--- src/rtl/bf16_norm_arbiter.sv ---
// bf16_norm_arbiter: two-requester arbiter feeding a shared 2-stage leading-zero/normalise pipeline.
// Define NORM_ARB_RR_EN for round-robin arbitration; otherwise requester 0 has fixed priority.
module bf16_norm_arbiter #(
    parameter int W = 16,
    parameter int E_W = 8,
    localparam int CNT_W = $clog2(W + 1)
) (
    input  logic             clk,
    input  logic             nreset,
    input  logic [1:0]       req_valid_i,
    output logic [1:0]       req_ready_o,
    input  logic [2*W-1:0]   req_mant_i,
    input  logic [2*E_W-1:0] req_exp_i,
    output logic             out_valid_o,
    input  logic             out_ready_i,
    output logic             out_id_o,
    output logic [W-1:0]     out_mant_o,
    output logic [E_W-1:0]   out_exp_o,
    output logic             out_zero_o,
    output logic             out_uf_o
);
    logic             r_s1_valid;
    logic             r_s1_id;
    logic [W-1:0]     r_s1_mant;
    logic [E_W-1:0]   r_s1_exp;
    logic [CNT_W-1:0] r_s1_cnt;
    logic             w_s1_adv;
    logic             w_s2_adv;
    logic             w_gnt1;
    logic [W-1:0]     w_mant;
    logic [E_W-1:0]   w_exp;
    logic [CNT_W-1:0] w_cnt;
    logic             w_uf;
    logic             w_norm;

    assign w_s2_adv = ~out_valid_o | out_ready_i;
    assign w_s1_adv = ~r_s1_valid | w_s2_adv;

`ifdef NORM_ARB_RR_EN
    logic r_ptr;
    assign w_gnt1 = req_valid_i[1] & (~req_valid_i[0] | r_ptr);
    always_ff @(posedge clk or negedge nreset)
        if (!nreset) r_ptr <= 1'b0;
        else if (|req_ready_o) r_ptr <= ~w_gnt1;
`else
    assign w_gnt1 = req_valid_i[1] & ~req_valid_i[0];
`endif

    assign req_ready_o = {w_gnt1, req_valid_i[0] & ~w_gnt1} & {2{w_s1_adv}};
    assign w_mant      = w_gnt1 ? req_mant_i[2*W-1:W] : req_mant_i[W-1:0];
    assign w_exp       = w_gnt1 ? req_exp_i[2*E_W-1:E_W] : req_exp_i[E_W-1:0];

    // Scan upward so the highest set bit sets the final count
    always_comb begin
        w_cnt = CNT_W'(W);
        for (int i = 0; i < W; i++)
            if (w_mant[i]) w_cnt = CNT_W'(W - 1 - i);
    end

    always_ff @(posedge clk or negedge nreset)
        if (!nreset) begin
            r_s1_valid <= 1'b0;
            r_s1_id    <= 1'b0;
            r_s1_mant  <= '0;
            r_s1_exp   <= '0;
            r_s1_cnt   <= '0;
        end else if (w_s1_adv) begin
            r_s1_valid <= |req_ready_o;
            r_s1_id    <= w_gnt1;
            r_s1_mant  <= w_mant;
            r_s1_exp   <= w_exp;
            r_s1_cnt   <= w_cnt;
        end

    assign w_uf   = {1'b0, r_s1_exp} <= (E_W + 1)'(r_s1_cnt);
    assign w_norm = |r_s1_mant & ~w_uf;

    always_ff @(posedge clk or negedge nreset)
        if (!nreset) begin
            out_valid_o <= 1'b0;
            out_id_o    <= 1'b0;
            out_mant_o  <= '0;
            out_exp_o   <= '0;
            out_zero_o  <= 1'b0;
            out_uf_o    <= 1'b0;
        end else if (w_s2_adv) begin
            out_valid_o <= r_s1_valid;
            out_id_o    <= r_s1_id;
            out_mant_o  <= w_norm ? r_s1_mant << r_s1_cnt : '0;
            out_exp_o   <= w_norm ? r_s1_exp - E_W'(r_s1_cnt) : '0;
            out_zero_o  <= ~|r_s1_mant;
            out_uf_o    <= |r_s1_mant & w_uf;
        end
endmodule

--- config.mk ---
export PLATFORM = sky130hd
export DESIGN_NAME = bf16_norm_arbiter
export DESIGN_NICKNAME = d
export VERILOG_FILES = /design/src/rtl/bf16_norm_arbiter.sv
export SDC_FILE = /design/constraint.sdc
export NUM_CORES = 1
export LEC_CHECK = 0
export CAP_MARGIN = 5
export CORE_MARGIN = 4
export CORE_UTILIZATION = 25
export DETAILED_ROUTE_END_ITERATION = 6
export GPL_ROUTABILITY_DRIVEN = 0
export REMOVE_ABC_BUFFERS = 1
export SLEW_MARGIN = 20
export SYNTH_ARGS = -nofsm -noshare
export SYNTH_HDL_FRONTEND = slang
export SYNTH_SLANG_ARGS = --single-unit
--- constraint.sdc ---
create_clock -name clk -period 6.2 [get_ports clk]
set_input_delay 1.24 -clock clk [delete_from_list [all_inputs] [get_ports clk]]
set_output_delay 1.24 -clock clk [all_outputs]
set_load 0.01 [all_outputs]
======== After elaboration in Yosys (flattened, before gate mapping) ========
Cells that the tools add are included.
operators by class
  reductions and logical operators ........ 3
  mux-type cells .......................... 20
  shift operators ......................... 1
  bitwise gates (word level) .............. 12
  add/subtract/negate cells ............... 1
  order comparisons ....................... 1
operator list
  operator           number
  $mux W5            16
  $mux W16           2
  $mux W8            2
  $reduce_or A16 Y1  1
  $shl A16 B5 Y16    1
  $le A8 B5 Y1       1
  $sub A8 B5 Y8      1
  $not A1 Y1         5
  $and A1 B1 Y1      4
  $and A2 B2 Y2      1
  $or A1 B1 Y1       2
  $reduce_or A2 Y1   1
  $logic_not A1 Y1   1
storage, ports and cells
  bits in registers ....................... 59
  bits of input ports ..................... 53
  logic and storage cells ................. 49
  output and inout bits ................... 30

======== Longest topological paths before layout ========
  depth after elaboration ................. 19
  depth in mapped cells ................... 9
  depth with buffers taken out ............ 9

======== Worst setup path before layout ========
OpenSTA, ideal clock, no wires.
  kind .................................... input -> output
  from .................................... input req_valid_i[0]
  to ...................................... output req_ready_o[1]
  path slack .............................. 2.833 ns
  data arrival time ....................... 2.127 ns
  data required time ...................... 4.960 ns
  stages on the path ...................... 5
  buffers on the path ..................... 3
  cells stage by stage .................... nand2b_1 > buf_4 > buf_4 > buf_2 > nor2_1
between the ends
  word-level cells in the longest chain between the ends .. 3
ends and longest elaborated chain
  element        RTL line  RTL
  from (decl)    10        input logic [1:0] req_valid_i,
  $not A1 Y1     46        assign w_gnt1 = req_valid_i[1] & ~req_valid_i[0];
  $and A1 B1 Y1  46
  $and A2 B2 Y2  49        assign req_ready_o = {w_gnt1, req_valid_i[0] & ~w_gnt1} & {2{w_s1_adv}};
  to (decl)      11        output logic [1:0] req_ready_o,
Every way passes these cells.

======== Worst setup path in the final report ========
  from .................................... input out_ready_i
  to ...................................... output req_ready_o[0]
between the ends
  word-level cells in the longest chain between the ends .. 3
ends and longest elaborated chain
  element        RTL line  RTL
  from (decl)    15        input logic out_ready_i,
  $or A1 B1 Y1   36        assign w_s2_adv = ~out_valid_o | out_ready_i;
  $or A1 B1 Y1   37        assign w_s1_adv = ~r_s1_valid | w_s2_adv;
  $and A2 B2 Y2  49
Every way passes these cells.

==> impl_results.md <==
- Status: completed
- Synth top area cells: dfrtp_1, mux2i_1, nand2_1
- Number of flops mapped to enable cells by yosys: 0
- Synth Cell Area: 0.00369 sq mm
- Final Skew: 0.00457 ns
- Post-DP HPWL: 8100 microns
- Worst Path Arrival: 3.24 ns
- Placed Instances: 648
- Maximum VDD drop: 139 uV
- Fin cells: 663
- Cell area power density: 294 mW/mm^2
- RSZ-0062 raised after global routing: false
- Cell chain of the critical path: clkdlybuf4s50_1 > nor2b_2 > buf_4 > nand2_1 > and2_1 > clkdlybuf4s50_1
- Root buf cell: clkbuf_16
- Worst hold path type: reg -> reg
- Avg Vias per Cell: 5.07
- Yosys warns: 0
- Clk Latency, worst-skew pair: 0.32 ns
- Hold Vio Cnt, Final: 0
- Post-CTS sizing: 0
- Leak Pwr: 2.07 nW
- Final slew viol count: 0
- Layout net count: 534
- Initial antenna violation count: 0
- Synth unique cells: 60
- Die W: 130 microns
- DR iter-0 viols: 243
- Post-DP Area: 0.00465 sq mm
- Die outline height: 130 microns
- Prevailing post-synth register cell: dfrtp_1
- Global-route wire length before repair: 17600 microns
- Internal Power: 1.04 mW
- Critical Path RT: 4.96 ns
- Worst-margin pin slew: 0.952 ns
- CTS HTree Levels: 3
- Largest net degree at the start of global routing: 60
- WL final: 10300 microns
- Area delta synth->final: 34.5%
- Critical path class: in -> out
- Total gr overflow: 0
- Share of the synthesized area in the top cell type: 0.400
- # rows: 44
- Setup-failing EPs final: 0
- Synth area leader: dfrtp_1
- Vias: 3360
- DR WL/cell: 15.5 microns
- Slew headroom: 0.364
- Drt drc: 0
- CTS max path bufs: 2
- Highest clock rate: 0.223 GHz
- Switching pwr: 422 uW
- Critical path startpoint category: input pin
- CP endpoint kind: output pin
- CORE AREA: 0.0145 sq mm
- Final Cycle Share: 0.722
- Post-Route Setup TNS: 0 ns
- Number of routed nets with antenna violations: 0
- Post-CTS setup buffers: 0
- Crit-path max FO: 33
- CTS tree: built
- Switching share of power: 0.290
- Clk pwr share: 0.349
- Max incr delay on CP: 0.48 ns
- Total GRT Usage: 0.129
- Mapped Cells: 399
- FFs w/ async S/R, synth: 1.00
- CTS buffer count: 9
- FILL cells: 1462
- Post-route cell area: 0.00497 sq mm
- Slowest CP cell: clkdlybuf4s50_1
- Crit path max-delay family: buffers and inverters
- Port-buffer cells: 82
- Layout cell share with drive strength beyond 1: 0.0919
- Flop pwr share: 0.354
- Flops & latches, synth: 59
- Post-Syn Area per Cell: 9.26 sq um
- Comb power frac: 0.296
- Max cap viols: 0
- Final Critical Period: 4.48 ns
- Clock transition at path regs: 0.05 ns
- I/O pins: 83
- DRT Pass-1 Iters: 5
- Area of the die: 0.0168 sq mm
- Leading cell types in the layout, fill and taps excluded: clkdlybuf4s50_1, dfrtp_1, nand2_1
- Commonest non-fill, non-tap cell in the layout: clkdlybuf4s50_1
- Sink Count: 59
- Hold buffers post-CTS: 0
- Starting density of the core: 0.255
- Register area share after synthesis: 0.400
- CP dominant cell by count: clkdlybuf4s50_1
- Critical path buffer and inverter count: 3
- Vias in the first global route: 3595
- # diodes: 0
final cells by class:
type	count	area [sq um]	share of cell area
inverters	12	45.0	0.00907
well taps	184	230	0.0464
multi-input cells	307	2050	0.414
clock buffers	14	284	0.0572
clock inverters	1	30.0	0.00605
flip-flops and latches	59	1480	0.297
repair buffers	86	846	0.170
kinds of logic (layout without fill, tap and decap cells):
| kind of cell | count (synthesis) | in the layout | share of synthesized area |
|---|---|---|---|
| flops | 59 | 59 | 0.400 |
| buf+inv | 33 | 113 | 0.0454 |
| xor+xnor | 3 | 3 | 0.00712 |
| simple gates | 138 | 138 | 0.177 |
| mux | 43 | 43 | 0.132 |
| fa+ha+maj | 6 | 6 | 0.0224 |
| compound gates | 117 | 117 | 0.216 |
routing by layer:
layer | vias up | global-route usage | routed length, microns
li1 | 1633 | - | -
met1 | 1624 | 0.170 | 4710
met2 | 89 | 0.212 | 4900
met3 | 14 | 0.0239 | 480
met4 | 0 | 0.0483 | 204
met5 | - | 0 | 0
path summary, 6_finish.rpt:
kind	startpoint	end	slack, ns	depth (start not counted)
setup / recovery	out_ready_i	req_ready_o[0]	1.72	6
hold / removal	r_s1_id	r_s1_id	0.48	1
setup reg to reg	r_s1_cnt[0]	out_mant_o[13]	3.25	8
hold reg to reg	r_s1_id	r_s1_id	0.48	1
max in group asynchronous	nreset	r_s1_mant[12]	4.64	2
min in group asynchronous	nreset	out_exp_o[5]	1.04	2
cells in the mapped netlist, types with 6 or more instances:
cell type and n:
a21oi_1 17, a22o_1 11, a31oi_1 6, a32o_1 7
clkbuf_1 9, dfrtp_1 59, inv_1 10, mux2_2 13
mux2i_1 25, nand2_1 51, nand3_1 6, nor2_1 36
nor2b_1 6, nor3_1 7, o21ai_0 34
sequential cells by signal, summed over array words and instances (netlist names):
| name | count |
|---|---|
| out_mant_o | 16 |
| r_s1_id | 1 |
| r_s1_cnt | 5 |
| r_s1_exp | 8 |
| out_valid_o | 1 |
| out_zero_o | 1 |
| r_s1_valid | 1 |
| out_uf_o | 1 |
| out_exp_o | 8 |
| out_id_o | 1 |
| r_s1_mant | 16 |
per-stage QoR:
| stage | utilization | power [mW] | hold slack [ns] | setup slack (ns) |
|---|---|---|---|---|
| 2_1_floorplan | - | 0.744 | 0.446 | 1.53 |
| 5_1_grt | 0.343 | 1.54 | 0.513 | 1.55 |
| 4_1_cts | 0.343 | 1.48 | 0.483 | 1.71 |
| 6_report | 0.343 | 1.46 | 0.478 | 1.72 |
| 3_3_place_gp | 0.321 | 0.949 | 0.463 | 1.71 |
| 3_5_place_dp | 0.321 | 0.958 | 0.471 | 1.72 |
worst register-to-register path, cell delays in order (launching register included):
cell      delay [ns]
dfrtp_1         0.84
ha_1            0.31
inv_1           0.06
fa_1            0.44
a211oi_1        0.35
o21ai_0         0.15
o311a_1         0.28
nand2_1         0.25
o21ai_0         0.14
power groups by stage:
stage	Clock (mW)	Sequential, mW	Combinational (mW)
floorplan	0	0.526	0.217
detailed placement	0	0.526	0.432
finish	0.510	0.517	0.432
CTS	0.521	0.520	0.434
global route	0.535	0.532	0.477
global placement	0	0.524	0.426
No activity file was read; power rests on OpenSTA's default activity.
